[src/rtl/reg_file_8x_pkg.sv]
// Shared constants and helpers for the eight-entry register file.
package reg_file_8x_pkg;

  localparam int REG_COUNT = 8;
  localparam int SEL_W     = 3;

  localparam logic [2:0] CC_N     = 3'b100;
  localparam logic [2:0] CC_Z     = 3'b010;
  localparam logic [2:0] CC_P     = 3'b001;
  localparam logic [2:0] CC_RESET = CC_Z;

  function automatic logic [3:0] popcount8(input logic [REG_COUNT-1:0] v);
    logic [3:0] cnt;
    cnt = 4'd0;
    for (int i = 0; i < REG_COUNT; i++) begin
      cnt = cnt + {3'd0, v[i]};
    end
    return cnt;
  endfunction

endpackage

[src/rtl/reg_file_8x_nzp_gen.sv]
// Sign/zero classifier: maps a signed bus value to a one-hot {N,Z,P} code.
module nzp_gen
  import reg_file_8x_pkg::*;
#(
  parameter int WIDTH = 16
) (
  input  logic [WIDTH-1:0] data_i,
  output logic [2:0]       cc_o
);

  logic signed [WIDTH-1:0] data_s;

  assign data_s = data_i;

  always_comb begin
    cc_o = CC_P;
    if (data_s < 0) begin
      cc_o = CC_N;
    end else if (data_s == '0) begin
      cc_o = CC_Z;
    end
  end

endmodule

[src/rtl/reg_file_8x.sv]
// Eight-entry register file with one-hot load, two combinational read ports,
// optional write-through bypass, N/Z/P condition codes and a sticky multi-hot flag.
module reg_file_8x
  import reg_file_8x_pkg::*;
#(
  parameter int WIDTH  = 16,
  parameter int BYPASS = 1
) (
  input  logic                 clk,
  input  logic                 rst_n,
  input  logic [REG_COUNT-1:0] ld_vec,
  input  logic [WIDTH-1:0]     wr_data,
  input  logic                 ld_cc,
  input  logic [SEL_W-1:0]     sr1,
  input  logic [SEL_W-1:0]     sr2,
  output logic [WIDTH-1:0]     sr1_out,
  output logic [WIDTH-1:0]     sr2_out,
  output logic [2:0]           nzp,
  output logic [REG_COUNT-1:0] valid,
  input  logic                 clr_err,
  output logic                 err_multi
);

  logic [WIDTH-1:0]     regs_q [REG_COUNT];
  logic [REG_COUNT-1:0] valid_q, valid_d;
  logic [2:0]           nzp_q, nzp_d;
  logic                 err_q, err_d;
  logic [2:0]           cc_new;
  logic [3:0]           ld_cnt;
  logic                 one_hot, multi_hot;

  assign ld_cnt    = popcount8(ld_vec);
  assign one_hot   = (ld_cnt == 4'd1);
  assign multi_hot = (ld_cnt > 4'd1);

  nzp_gen #(.WIDTH(WIDTH)) u_nzp_gen (
    .data_i (wr_data),
    .cc_o   (cc_new)
  );

  always_comb begin
    valid_d = valid_q;
    nzp_d   = nzp_q;
    err_d   = err_q & ~clr_err;
    if (one_hot) begin
      valid_d = valid_q | ld_vec;
    end
    if (ld_cc) begin
      nzp_d = cc_new;
    end
    // A fresh multi-hot error outranks a simultaneous clear.
    if (multi_hot) begin
      err_d = 1'b1;
    end
  end

  always_ff @(posedge clk or negedge rst_n) begin
    if (!rst_n) begin
      for (int i = 0; i < REG_COUNT; i++) begin
        regs_q[i] <= '0;
      end
      valid_q <= '0;
      nzp_q   <= CC_RESET;
      err_q   <= 1'b0;
    end else begin
      for (int i = 0; i < REG_COUNT; i++) begin
        if (one_hot && ld_vec[i]) begin
          regs_q[i] <= wr_data;
        end
      end
      valid_q <= valid_d;
      nzp_q   <= nzp_d;
      err_q   <= err_d;
    end
  end

  always_comb begin
    sr1_out = regs_q[sr1];
    sr2_out = regs_q[sr2];
    if ((BYPASS != 0) && one_hot) begin
      if (ld_vec[sr1]) sr1_out = wr_data;
      if (ld_vec[sr2]) sr2_out = wr_data;
    end
  end

  assign nzp       = nzp_q;
  assign valid     = valid_q;
  assign err_multi = err_q;

endmodule

[config.mk]
export PLATFORM = sky130hd
export DESIGN_NAME = reg_file_8x
export DESIGN_NICKNAME = d
export VERILOG_FILES = /design/src/rtl/reg_file_8x_pkg.sv /design/src/rtl/reg_file_8x_nzp_gen.sv /design/src/rtl/reg_file_8x.sv
export SDC_FILE = /design/constraint.sdc
export NUM_CORES = 1
export LEC_CHECK = 0
export ABC_AREA = 1
export BUFFER_PORTS_ARGS = -buffer_cell sky130_fd_sc_hd__buf_2
export CORE_MARGIN = 1
export CORE_UTILIZATION = 56
export CTS_BUF_LIST = sky130_fd_sc_hd__clkbuf_8
export DETAILED_ROUTE_END_ITERATION = 8
export PLACE_DENSITY = 0.79
export SYNTH_ARGS = -nofsm -noshare
export SYNTH_HDL_FRONTEND = slang
export SYNTH_HIERARCHICAL = 1
export SYNTH_SLANG_ARGS = --single-unit
[constraint.sdc]
create_clock -name clk -period 5.4 [get_ports clk]
set_input_delay 1.08 -clock clk [delete_from_list [all_inputs] [get_ports clk]]
set_output_delay 1.08 -clock clk [all_outputs]
set_load 0.1 [all_outputs]
== Word-level counts from Yosys, hierarchy flattened ==
Index checks and enable logic that the tools add are counted.
Storage, ports and cells
  logic and storage cells: 56
  bits in read-only memories: 0
  memories kept: 0
  output and inout bits: 44
  bits of input ports: 34
  bits in latches: 0
  bits in writable memories: 0
  flip-flop bits (word level): 140
Operators by class
  equal/unequal tests: 1
  reduce and logical (&&, ||, !) cells: 9
  bitwise operators: 5
  add/sub/neg operators: 7
  shifts and indexed selects: 0
  magnitude comparators: 6
  mux-type cells: 17
  multipliers: 0
  divide/modulo/power cells: 0
Operators with widths (count)
  $mux 16: 8
  $bmux 16 s3: 2
  $add 4x1->4: 4
  $logic_not 16->1: 1
  $lt 16x1->1 const B: 1
  $ge 4x4->1 const B: 2
  $logic_and 1x1->1: 8
  $lt 3x4->1 const B: 2
  $not 3->4: 2
  $or 8x8->8: 1
  $bmux 1 s3: 2
  $add 3x1->4: 1
  $eq 4x1->1 const B: 1
  $gt 4x1->1 const B: 1
  $add 2x1->3: 1
  $mux 1: 3
  $mux 3: 1
  $add 1x1->2: 1
  $mux 2: 1
  $and 1x1->1: 1
  $not 1->1: 1

== Depth between registers and ports, before layout ==
Gate-level depths: netlist (run 1).
  depth after elaboration: 9
  mapped depth: 16
  gate-level depth less buffers: 14

== Cells and area by module ==
The synthesis (run 1) kept the hierarchy.
By module, submodules not included
  reg_file_8x: times used 1, area each 8370.5 um^2, cells each 1286, seq. area each 3504.6 um^2
  nzp_gen: times used 1, area each 71.3 um^2, cells each 17, seq. area each 0.0 um^2

== Worst setup path before layout (run 1) ==
OpenSTA, ideal clock, no wires.
  path type: input port to output port
  from: input port ld_vec[0]
  to: output port sr1_out[10]
  buffers on the path: 2
  data required time: 4.320 ns
  setup slack: -0.566 ns
  data arrival time: 4.886 ns
  stages on the path: 14
  cell sequence: fa_1 > inv_1 > fa_1 > fa_1 > inv_1 > ha_1 > fa_1 > inv_1 > nand2_1 > nor3_4 > buf_6 > buf_2 > nand3_1 > nand2_1
On the way
  word-level cells in the longest chain between the ends: 9
  elaborated cells on any way between the ends: 12
  classes of those cells: add/sub: 7; eq/ne: 1; mux: 4
Ends and longest elaborated chain
  start, declared: line reg_file_8x.sv:11  | input logic [REG_COUNT-1:0] ld_vec,
  $add 1x1->2: line reg_file_8x_pkg.sv:16  | cnt = cnt + {3'd0, v[i]};
  $add 2x1->3: line reg_file_8x_pkg.sv:16
  $add 3x1->4: line reg_file_8x_pkg.sv:16
  $add 4x1->4 (4 in series): line reg_file_8x_pkg.sv:16
  $eq 4x1->1: line reg_file_8x.sv:33  | assign one_hot = (ld_cnt == 4'd1);
  $mux 16 (*): line reg_file_8x.sv:80  | if ((BYPASS != 0) && one_hot) begin
  end, declared: line reg_file_8x.sv:16  | output logic [WIDTH-1:0] sr1_out,
Every way passes the cells marked *; elsewhere a longest branch is shown, timed or not. The select of a mux whose other input is x is not followed.

== Worst setup path in the final report (run 1) ==
  from: input port ld_vec[0]
  to: output port sr1_out[3]
The elaborated chain is that of the path after synthesis.

==> metrics.yaml, run 1 <==
clk_path_buf_depth: 2
drt-total-wl_mm: 30.9
setup_viol: 32
synth_cell_types: 24
use_met2_pct: 64.7
core_area_um2: 14600
route.detailed.drc: 2
pin_count: 78
diodes: 0
seq_area_um2: 3500
clk_latency_ns: 0.47
power.leakage_nw: 5.56
vias_per_cell: 6.10
crit_path_max_incr_delay_ns: 0.53
grt_util_all_layers_pct: 40.7
first_pass_iters: 9
synth_area_um2: 8440
area_growth_pct: 33.7
crit_path_end_kind: "primary output"
wire_per_inst_um: 19.8
synth_top_area_cell: "dfrtp_1"
power.share.clock_pct: 14.5
cp.required_ns: 4.32
rows: 44
pwr-share-seq_pct: 29.9
fin_util_pct: 77.1
drive_gt1_share_pct: 21.3
portBuffers: 77
grt.overflow.total: 0
cts-root-buf: "clkbuf_8"
cts.sinks: 140
htree_levels: 4
synth.net_count: 1344
ir_drop_v: 0.000392
yosys-top-cells-area: "dfrtp_1 41%, nand2_1 34%, nand3_1 14%"
nNetsFinal: 1406
ys_warn_count: 6
p_switching_mw: 3.06
antenna_found_initial: 0
path_class: "in -> out"
initial_core_util_pct: 57.6
rsz0062_at_grt: "yes"
arrival_ns: 4.61
top_usage_layer: "met2"
fill_cells: 1042
max_cap_viol_count: 0
syn_area_per_cell_um2: 6.48
via_count: 9521
place_ws_ns: -0.325
maxSlewHeadroom_pct: 35.4
skew_ns: 0
worstMarginPinSlew_ns: 0.969
dieArea_um2: 15600
slew_viol_final: 0
p_sw_share_pct: 49.0
synthCells: 1303
drtIter0Drc: 1377
use_met1_pct: 51.2
crit_chain: "buf_6 -> fa_1 -> inv_1 -> fa_1 -> fa_1 -> inv_2 -> ha_4 -> fa_2 -> xor2_4 -> nor3_4 -> buf_12 -> buf_12 -> nand2_8 -> nand2_4 -> nand2_8 -> buf_12"
dp_hpwl_mm: 18.6
hold_path.class: "reg -> reg"
synth-seq-area-share_pct: 41.5
slowest_stage: "fa_1"
pwr-share-comb_pct: 55.6
grt_max_degree: 108
antenna_left: 0
status: "finished, violations left"
grt_pass1_wl_mm: 48.4
die_width_um: 125
gp_congestion: 0.924
cts_hold_buf: 0
cts_buffers: 17
worstPathMaxFanout: 8
grt_pass1_vias: 9120
cts_tree: "built"
multi_input_area_um2: 5640
grt_use_met3_pct: 10.7
die_h_um: 125
failed_checks: "design-rule violations, negative setup slack"
ys_ff_latch: 140
p_int_mw: 3.19
critPathLaunchType: "input pin"
finalHoldViolations: 0
fin_crit_ns: 5.69
cts.clk_slew.worst_paths_ns: 0.09
power_density_nw_per_um2: 555
min_period_over_period_pct: 105
netlist.area_leader.share_pct: 41.2
fmax_ghz: 0.176
layout_setup_ws_ns: -0.291
==> routing by layer <==
metal	part of all wire [%]	routed length, um
met5	0	0
met1	36	11100
met3	13	3940
met2	46	14300
met4	4.9	1520
==> cell families after synthesis <==
kind of cell | Yosys count | share of synthesized area [%]
AND/OR/NAND/NOR | 1033 | 50.2
flip-flops | 140 | 41.5
buffers and inverters | 117 | 6.20
adder cells (fa/ha/maj) | 7 | 1.39
multiplexers | 3 | 0.400
AO/OA/AOI/OAI | 2 | 0.148
XOR/XNOR | 1 | 0.104
==> final timing paths <==
kind,end,depth (start not counted),slack [ns],from
max in group asynchronous,regs_q[84]$_DFFE_PN0P_,2,3.66,rst_n
max reg2reg,valid[2]$_DFFE_PN0N_,1,4.60,valid[2]$_DFFE_PN0N_
min in group asynchronous,regs_q[3]$_DFFE_PN0P_,1,0.71,rst_n
min,valid[1]$_DFFE_PN0N_,1,0.47,valid[1]$_DFFE_PN0N_
max,sr1_out[3],16,-0.29,ld_vec[0]
min reg2reg,valid[1]$_DFFE_PN0N_,1,0.47,valid[1]$_DFFE_PN0N_
==> cell usage in the layout, fill, tap and decap left out, types with 5 or more instances in the layout <==
cell type,instances
buf_4,44
nand2_8,39
inv_1,18
dfrtp_1,139
nand3_4,24
nand3_2,7
inv_2,7
buf_2,43
nand2_4,30
nor2_1,11
or2_2,8
clkbuf_8,18
nand2_1,703
buf_12,39
nand2_2,9
clkinv_4,5
nand3_1,202
==> critical path, delay by kind of cell <==
family | cells | cell delay (ns)
xor gates and xnor gates | 1 | 0.18
adders and majority gates | 5 | 2.03
and+or+nand+nor | 4 | 0.67
buffers and inverters | 6 | 0.65
==> layout make-up <==
class | count | area share (%)
clock buffers | 18 | 2.20
inverters | 28 | 0.931
well taps | 184 | 2.04
multi-input cells | 1048 | 49.9
repair buffers | 130 | 12.3
clock inverters | 14 | 1.53
flip-flops and latches | 140 | 31.1
==> state kept, by name (all words and copies together) (netlist names) <==
signal	count
valid	8
nzp	3
regs_q	128
err_multi	1
==> cells in the mapped netlist (all sizes together) <==
cell and instances:
fa 4, a21oi 1, nand2 779, or2 8, mux2 3, buf 46, clkbuf 43, dfrtp 139
dfstp 1, nand3 233, inv 24, and2 1, clkinv 4, o211ai 1, xor2 1, nor3 1
nor2 11, ha 3
==> timing repair <==
action	4_1_cts	5_1_grt
cloned	4	0
buffers inserted	10	0
pin swaps	8	6
setup endpoints to repair	32	32
resized for setup	56	12
==> power by group through the flow <==
stage | registers (mW) | logic (mW) | clock network, mW
final | 1.87 | 3.48 | 0.908
after global routing | 1.92 | 3.69 | 0.951
after CTS | 1.85 | 3.43 | 0.911
after detailed placement | 1.85 | 3.19 | 0
after global placement | 1.85 | 3.11 | 0
after floorplan | 2.00 | 2.15 | 0
==> metrics by stage <==
stage | setup TNS, ns | instances | area [um^2] | power (mW) | hold slack [ns]
final | -7.98 | 1562 | 11300 | 6.26 | 0.465
after global routing | -10.73 | 1562 | 11300 | 6.56 | 0.487
after CTS | -5.24 | 1564 | 11300 | 6.18 | 0.472
after detailed placement | -7.98 | 1518 | 10400 | 5.04 | 0.449
after global placement | -6.77 | 1518 | 10400 | 4.96 | 0.447
after floorplan | -3.73 | 1303 | 9410 | 4.15 | 0.470
Power figures use the tool's default switching activity.
==> run 2, diff against run 1 <==
BUFFER_PORTS_ARGS = -buffer_cell sky130_fd_sc_hd__clkbuf_2   (was -buffer_cell sky130_fd_sc_hd__buf_2)
SKIP_LAST_GASP = 1   (was default)
==> run 2 against run 1 <==
The run still ends with design-rule violations, negative setup slack left. Routed wire length is 0.99% lower. Critical path depth is 1 higher. First-iteration DRC count increased by 26%. Register-to-register slack barely moved. Critical endpoint is now sr1_out[4].
==> metrics.yaml, run 2 (synthesis gave the netlist of run 1 again) <==
die_h_um: 125  # unchanged
diodes: 0  # unchanged
fin_util_pct: 76.7  # -0.32 points
path_class: "in -> out"
min-delay-start: "valid[6]$_DFFE_PN0N_"
fin_crit_ns: 5.65  # -0.0439 ns
dp_cells: 1515  # -0.20%
holdPathEnd: "valid[6]$_DFFE_PN0N_"
critPathLaunchType: "input pin"
cts-root-buf: "clkbuf_8"
fin_cells: 1557  # -0.32%
antenna_found_initial: 0  # unchanged
cts.clk_slew.worst_paths_ns: 0.07  # -0.02 ns
via_count: 9556  # +0.37%
portBuffers: 77  # unchanged
setup_viol: 32  # unchanged
min_period_over_period_pct: 105  # -0.81 points
clk_latency_ns: 0.46  # about the same
rows: 44  # unchanged
max_cap_viol_count: 0  # unchanged
regMostFlops: "regs_q"
r2r_setup_slack_ns: 4.60  # about the same
cp.required_ns: 4.32  # about the same
power_density_nw_per_um2: 554  # -0.15%
wire_per_inst_um: 19.7  # -0.67%
final_common_cell: "nand2_1"
nNetsFinal: 1401  # -0.36%
hold_path.class: "reg -> reg"
finalHoldViolations: 0  # unchanged
fmax_ghz: 0.177  # +0.78%
drt-total-wl_mm: 30.6  # -0.99%
whs_ns: 0.468  # +0.00302 ns
pin_count: 78  # unchanged
vias_per_cell: 6.14  # +0.69%
reg2reg_depth: 1  # unchanged
tns_ns: -7.26  # +0.726 ns
grt_pass1_vias: 8738  # -4.2%
r2r_end: "valid[0]$_DFFE_PN0N_"
ir_drop_v: 0.000312  # -20%
power.leakage_nw: 5.57  # +0.18%
skew_ns: 0  # unchanged
grt.overflow.total: 0  # unchanged
route.detailed.drc: 3  # +1
area_growth_pct: 33.1
hold_depth: 1  # unchanged
failed_checks: "design-rule violations, negative setup slack"
worstMarginPinSlew_ns: 0.950  # -0.0198 ns
rsz0062_at_grt: "yes"
antenna_left: 0  # unchanged
crit_path_end_kind: "primary output"
largest_reg_flops: 128  # unchanged
cts_buffers: 17  # unchanged
dieArea_um2: 15600  # unchanged
cts_tree: "built"
clk_path_buf_depth: 2  # unchanged
layout_setup_ws_ns: -0.247  # +0.0439 ns
r2r_start: "valid[0]$_DFFE_PN0N_"
grt_pass1_wl_mm: 46.7  # -3.5%
status: "finished, violations left"
core_area_um2: 14600  # unchanged
arrival_ns: 4.57  # -0.04 ns
gp_congestion: 0.905  # -2.0%
htree_levels: 4  # unchanged
die_width_um: 125  # unchanged
maxSlewHeadroom_pct: 36.7  # +1.3 points
first_pass_iters: 8  # -1
initial_core_util_pct: 57.6  # unchanged
dp_hpwl_mm: 18.3  # -1.8%
cts.sinks: 140  # unchanged
slew_viol_final: 0  # unchanged
grt_max_degree: 104  # -3.7%
grt_util_all_layers_pct: 39.0  # -1.6 points
drtIter0Drc: 1731  # +26%
worstPathMaxFanout: 8  # unchanged
final_cell_mix: "703 x nand2_1, 202 x nand3_1, 139 x dfrtp_1"
drive_gt1_share_pct: 20.9  # -0.36 points
==> run 2: cell types whose count changed in the layout (fill, tap and decap cells not counted), sizes merged <==
cell / change
buf: -49
clkbuf: +44
clkinv: +1
clkinvlp: -2
inv: +1
==> run 2: what timing repair did <==
| action | 4_1_cts | 5_1_grt |
|---|---|---|
| hold buffers | 0 | 0 |
| resized for setup | 34 | 36 |
| setup buffers | 1 | 4 |
| pin swaps | 1 | 5 |
| gates cloned | 2 | 3 |
| endpoints found under the setup margin | 32 | 32 |
==> run 2: critical path, stage by stage <==
cell	delay [ns]
buf_6	0.10
fa_1	0.52
inv_1	0.05
fa_1	0.46
fa_1	0.52
inv_2	0.05
ha_4	0.16
fa_2	0.45
inv_2	0.07
nand2_2	0.06
nor3_4	0.16
buf_6	0.15
clkbuf_16	0.18
nand2_8	0.14
nand2_4	0.18
nand2_8	0.06
buf_12	0.16
==> run 2: through the flow <==
step	setup WS, ns	area [um^2]	power [mW]
2_1_floorplan	-0.136	9410	4.15
3_3_place_gp	-0.227	10400	4.95
3_5_place_dp	-0.291	10400	5.03
4_1_cts	-0.276	11000	6.02
5_1_grt	-0.365	11200	6.51
6_report	-0.247	11200	6.22
==> run 2: cell type report <==
class,instances,area [um^2]
clock buffers,18,248
clock inverters,14,155
fillers,1065,3410
inverters,28,105
multi-input cells,1048,5640
flip-flops and latches,140,3500
well taps,184,230
repair buffers,125,1360
==> run 2: worst max-delay path by stage <==
stage | depth (start not counted) | from | endpoint
floorplan | 14 | ld_vec[0] | sr1_out[3]
global placement | 16 | ld_vec[0] | sr1_out[15]
detailed placement | 16 | ld_vec[0] | sr1_out[15]
CTS | 16 | ld_vec[0] | sr2_out[4]
global route | 17 | ld_vec[0] | sr2_out[3]
finish | 17 | ld_vec[0] | sr1_out[4]
==> run 2: routing by layer <==
| layer | track usage (%) | vias up | wire length [um] |
|---|---|---|---|
| met5 | 0 | - | 0 |
| met1 | 52.0 | 4457 | 11300 |
| li1 | - | 4189 | - |
| met4 | 15.9 | 0 | 1240 |
| met3 | 7.56 | 130 | 3830 |
| met2 | 62.5 | 780 | 14300 |
==> run 2: power by group <==
group / switching (mW) / internal (mW) / leakage, nW / total [mW]
Clock: 0.419 / 0.462 / 0.211 / 0.881
Combinational: 2.25 / 1.22 / 3.62 / 3.47
Sequential: 0.369 / 1.50 / 1.74 / 1.87
